==> src/rtl/arb_pkg.sv <==
// arb_pkg: shared constants and state type for the round-robin arbiter
//   N_REQ   number of requesters
//   HOLD_W  width of the hold counter (enough for MAX_HOLD up to 15)
//   state_t arbiter state, IDLE (no grant) or BUSY (one owner)
package arb_pkg;
    localparam int N_REQ  = 4;
    localparam int HOLD_W = 4;
    typedef enum logic {IDLE, BUSY} state_t;
endpackage

==> src/rtl/rr_pick.sv <==
// rr_pick: combinational round-robin winner search starting at ptr
//   req       [3:0] request vector, bit i is requester i
//   ptr       [1:0] first index searched, then ptr+1, ptr+2, ptr+3 (mod 4)
//   found           1 when any request is set
//   winner_id [1:0] first set request in search order, 0 when none
module rr_pick
    import arb_pkg::*;
(
    input  logic [N_REQ-1:0] req,
    input  logic [1:0]       ptr,
    output logic             found,
    output logic [1:0]       winner_id
);
    logic [N_REQ-1:0] rot;
    logic [1:0]       off;
    // rot[k] is req[ptr+k], so a fixed priority encoder on rot gives the offset
    assign rot = ptr == 2'd0 ? req :
                 ptr == 2'd1 ? {req[0], req[3:1]} :
                 ptr == 2'd2 ? {req[1:0], req[3:2]} :
                               {req[2:0], req[3]};
    assign off = rot[0] ? 2'd0 : rot[1] ? 2'd1 : rot[2] ? 2'd2 : 2'd3;
    assign found = |req;
    assign winner_id = found ? ptr + off : 2'd0;
endmodule

==> src/rtl/rr_arb4.sv <==
// rr_arb4: 4-way round-robin arbiter with hold-time preemption
//   clk       single clock
//   reset     synchronous active-high reset
//   req  [3:0] request per requester
//   grant[3:0] registered one-hot-or-zero grant
//   grant_id  registered owner index, 0 when idle
//   busy      1 whenever grant is non-zero
//   preempt   one-cycle pulse in the first cycle after a timeout handoff
module rr_arb4
    import arb_pkg::*;
#(
    parameter int MAX_HOLD = 4
) (
    input  logic             clk,
    input  logic             reset,
    input  logic [N_REQ-1:0] req,
    output logic [N_REQ-1:0] grant,
    output logic [1:0]       grant_id,
    output logic             busy,
    output logic             preempt
);
    state_t            state;
    logic [1:0]        ptr;
    logic [HOLD_W-1:0] hold_cnt;
    logic              owner_req;
    logic              others;
    logic              at_max;
    logic              timeout;
    logic              keep;
    logic              found;
    logic [1:0]        pick_ptr;
    logic [1:0]        winner_id;

    assign owner_req = req[grant_id];
    assign others    = |(req & ~grant);
    assign at_max    = hold_cnt == HOLD_W'(MAX_HOLD);
    assign timeout   = state == BUSY && owner_req && others && at_max;
    assign keep      = state == BUSY && owner_req && !timeout;
    // on a handoff the search starts after the owner, which leaves the owner last
    assign pick_ptr  = state == BUSY ? grant_id + 2'd1 : ptr;

    rr_pick u_pick (
        .req       (req),
        .ptr       (pick_ptr),
        .found     (found),
        .winner_id (winner_id)
    );

    always_ff @(posedge clk) begin
        if (reset) begin
            state    <= IDLE;
            grant    <= '0;
            grant_id <= '0;
            busy     <= 1'b0;
            preempt  <= 1'b0;
            ptr      <= '0;
            hold_cnt <= '0;
        end else begin
            preempt <= timeout;
            if (keep) begin
                hold_cnt <= at_max ? hold_cnt : hold_cnt + HOLD_W'(1);
            end else begin
                if (state == BUSY)
                    ptr <= grant_id + 2'd1;
                if (found) begin
                    state    <= BUSY;
                    grant    <= N_REQ'(1) << winner_id;
                    grant_id <= winner_id;
                    busy     <= 1'b1;
                    hold_cnt <= HOLD_W'(1);
                end else begin
                    state    <= IDLE;
                    grant    <= '0;
                    grant_id <= '0;
                    busy     <= 1'b0;
                    hold_cnt <= '0;
                end
            end
        end
    end
endmodule

==> config.mk <==
export PLATFORM = sky130hd
export DESIGN_NAME = rr_arb4
export DESIGN_NICKNAME = d
export VERILOG_FILES = /design/src/rtl/arb_pkg.sv /design/src/rtl/rr_pick.sv /design/src/rtl/rr_arb4.sv
export SDC_FILE = /design/constraint.sdc
export NUM_CORES = 1
export LEC_CHECK = 0
export BUFFER_PORTS_ARGS = -buffer_cell sky130_fd_sc_hd__buf_2
export CAP_MARGIN = 20
export CORE_MARGIN = 2
export CORE_UTILIZATION = 54
export CTS_CLUSTER_DIAMETER = 80
export DETAILED_ROUTE_END_ITERATION = 7
export HOLD_SLACK_MARGIN = 0.02
export PLACE_DENSITY_LB_ADDON = 0.2
export SYNTH_ARGS = -nofsm -noshare
export SYNTH_HDL_FRONTEND = slang
export SYNTH_SLANG_ARGS = --single-unit
==> constraint.sdc <==
create_clock -name clk -period 2.7 [get_ports clk]
set_input_delay 0 -clock clk [delete_from_list [all_inputs] [get_ports clk]]
set_output_delay 0 -clock clk [all_outputs]
set_load 0.03 [all_outputs]
==> results.md <==
- IR analysis of the VDD net gives a maximum drop of slightly below 0.7 mV.
- The adder-cell share of the synthesized area is between 4 and 5%.
- The pin count of the biggest net entering global routing is 11.
- The number of different library cells used by synthesis comes to 36.
- The sink count of the clock tree is 14.
- For the worst setup path, the data required time is about 2.9 ns.
- The number of H-tree branching levels is 1.
- The maximum achievable frequency is approximately 420 MHz.
- The count of antenna diodes in the layout is 0.
- The post-synthesis simple-gate area fraction is a little under a quarter.
- The critical path launch point type is a register.
- The synthesized netlist devotes a little under a fifth of its cell area to compound gates.
- During synthesis, Yosys emitted a total of 0 warnings.
- At the later pin of the worst-skew pair, clock insertion delay measures around 0.28 ns.
- The area growth from synthesis to layout is 11.5%.
- Dividing the final minimum period by the clock period gives roughly nine tenths.
- The maximum fanout along the worst path is 8.
- In the final layout, the multi-input gates occupy between 500 and 600 µm².
- The critical path goes through xor2_2 > mux2i_4 > a21boi_0 > o32ai_1 > mux2_2 > ha_1 > xnor2_2 > xnor2_2 > a32o_1.
- The placeable core area is approximately 0.0015 mm².
- For this run, the post-layout net count is approximately 120.
- From left edge to right edge, the die measures 43.9 µm.
- Setup repair after global routing left no endpoint under its margin.
- Measured along the y axis, the die boundary spans ~44 µm.
- After the first detailed-routing iteration, the DRC count stood at 15.
- Ranked by total cell area, the synthesized netlist is headed by dfxtp_1 (33%), ha_1 (4.4%), xnor2_2 (3.8%).
- The post-synthesis cell type with the largest combined area is dfxtp_1.
- Headroom to the max-slew limit came out at 53.9%.
- The gate family responsible for the most delay along the worst path is compound AO/OA/AOI/OAI gates.
- The remaining antenna violation count is 0.
- The share of the Yosys chip area taken by registers is 32.6%.
- The cell with the largest stage delay on the worst path is dfxtp_1.
- The number of post-CTS setup repair buffers is 0.
- The clock period could shrink to around 2.4 ns.
- The post-cts gate resize count is 0.
- The total overflow left after global routing is 0.
- Including well taps, the total number of placed cells is 119.
- The dominant combinational cell family by area after synthesis is simple AND/OR/NAND/NOR gates.
- The placed wire-length estimate is between 1 and 1.5 mm.
- Clock-pin slew was measured on the worst setup and hold paths at around 0.080 ns.
- The number of clock buffers added by TritonCTS is 3.
- The run finished with clean final reports.
- The number of global-route vias before repair is 669.
- The cell chosen for the clock root is clkbuf_4.
- The actual transition at the worst max-transition pin is between 0.6 and 0.7 ns.
- The total of fill cells in the finished design is roughly 130.
- The flip-flop and latch count after synthesis is 14.
- Summed over all layers, the routed wires come to around 1.7 mm.
- In the synthesized netlist, the number of instances is 92.
- The final RePlAce weighted congestion is ~0.81.
- Global routing used 21.3% of the available tracks.
- The stage delay of the slowest cell on the critical path is 0.53 ns.
- The post-synthesis average cell area is 9.34 µm².
- For this configuration, the core starts out at a cell density of 57.1%.
- Registers take approximately 280 µm².
- After synthesis the cells add up to 860 µm².
- During placement, the flow inserted port buffers numbering 13.
- The routed layout has slightly above 700 vias.
- The worst min-delay path category is in2reg.
- The most numerous cell on the critical path is xnor2_2.
- The worst setup path is of the reg2reg kind.
- STA classifies the critical path endpoint as a register.
- The xor and xnor area share after synthesis is ~7.7%.
- The maximum clock skew at final layout is 0.00178 ns.
- The floorplan has 14 rows.
- The number of hold violations in the final report is 0.
- The leakage power figure is 0.000387 µW.
- The number of cells in the finished layout apart from fillers is between 100 and 150.
- The power density relative to cell area is 955 mW/mm².
- The reported max-cap violation count is 0.
- Together, buffers and inverters on the worst path number 0.
- The pre-antenna-repair detailed-routing pass consisted of 4 iterations.
- The finished cells cover around 960 µm².
- The routed wire length per instance is roughly 14 µm.
- The die area is 0.00193 mm².
- Of the post-synthesis cell area, the part taken by muxes is 8.88%.
- Of the cells placed in the final design, the portion with a size suffix greater than 1 is 24.3%.
- The number of DRC violations after detailed routing is 0.
- The number of setup violations in the final report is 0.
- In this run the cell area measured after placement is around 900 µm².
- The area share of the leading cell type in the synthesized netlist is roughly a third.
- The detailed-route vias per instance is approximately 5.8.
- The worst endpoint data arrival time is ~2.6 ns.
- The longest clock path from root to sink contains 2 buffers.
- For the final routed database, the setup TNS stands at 0 ns.
- The initial antenna violation count is 0.
- The clock tree from TritonCTS is built.
- The final-report max-slew violation count is 0.
- 14 I/O pins were placed.
- The first global-routing pass estimated around 3 mm of wire.
- The number of nets in the synthesized netlist is between 100 and 150.
-- cell usage after synthesis --
cell type	instances
nor3_1	3
or2_0	1
a41oi_4	1
buf_4	1
nand2b_1	4
mux4_2	1
nor4_1	1
xnor2_2	2
nor2_1	8
nand4_1	2
o21ai_1	2
o32ai_1	2
nor2_2	1
a21boi_0	1
xnor2_1	2
and3b_1	2
a21oi_1	5
mux2i_4	1
nand2_2	1
buf_6	1
o21ai_0	5
mux2i_1	2
ha_1	3
nand2_1	5
nand3b_1	1
a211oi_1	1
a32o_1	2
dfxtp_1	14
or3_1	1
inv_1	6
nor3_2	1
xor2_2	1
nor3b_1	4
o31ai_1	2
mux2_2	1
nand3_1	1
-- layer usage --
metal	vias to the layer above	routed length [µm]	global-route usage [%]	share of wire, %
met2	11	796	33.2	47
met4	0	31	7.27	1.8
met3	5	50	3.75	3.0
met1	331	805	29.6	48
met5	-	0	0	0
li1	367	-	-	-
-- power breakdown --
group	switching [µW]	internal (µW)
combinational	276	194
sequential	69.3	261
clock	62.7	51.7
-- registers in the layout, indices dropped and copies added, names as in the netlist --
name	flops
ptr	2
grant_id	2
preempt	1
grant	4
state	1
hold_cnt	4
-- tightest hold or removal path, cell delays in order --
cell,delay (ns)
buf_2,0.16
nor4_1,0.09
nor2_1,0.12
-- kinds of logic after synthesis --
| kind of cell | count (synthesis) |
|---|---|
| and+or+nand+nor | 36 |
| AOI/OAI and AO/OA | 21 |
| DFF | 14 |
| buffers and inverters | 8 |
| xor gates and xnor gates | 5 |
| muxes | 5 |
| adders and majority gates | 3 |
-- stage by stage --
stage	hold slack, ns	utilization, %	setup slack, ns	total power [µW]
after global routing	0.150	63.6	0.136	981
final	0.141	63.6	0.297	915
after detailed placement	0.253	61.5	0.330	801
after global placement	0.259	61.5	0.432	790
after floorplan	0.0691	-	0.343	708
after CTS	0.139	63.6	0.300	918
-- worst paths after layout --
| check | from | to | slack (ns) | depth (start not counted) |
|---|---|---|---|---|
| worst min register to register | grant[2] | grant[2] | 0.48 | 2 |
| worst max-delay path | grant_id[0] | grant[1] | 0.30 | 9 |
| worst min-delay path | req[2] | state | 0.14 | 3 |
| worst max register to register | grant_id[0] | grant[1] | 0.30 | 9 |
-- repair_timing --
action,CTS,global route
hold buffers,1,0
setup endpoints to repair,0,0
endpoints found under the hold margin,4,0
-- layout by cell type, fill, tap and decap left out, types with 2 or more instances in the layout --
cell,synthesis,final
mux2i_1,2,2
a21oi_1,5,5
xnor2_1,2,2
ha_1,3,3
nand2b_1,4,4
o21ai_1,2,2
xnor2_2,2,2
dfxtp_1,14,14
nand4_1,2,2
a32o_1,2,2
nor2_1,8,8
o32ai_1,2,2
inv_1,6,6
nor3b_1,4,4
clkbuf_4,0,3
o21ai_0,5,5
o31ai_1,2,2
and3b_1,2,2
nor3_1,3,3
buf_2,0,13
nand2_1,5,5
-- area by class of cell --
type	count	area share, %
Clock buffer	3	2.35
Timing Repair Buffer	14	7.83
Multi-Input combinational cell	70	56.1
Inverter	6	2.35
Sequential cell	14	29.2
Tap cell	16	2.09
Note: power is estimated with default switching activity, not from simulation.
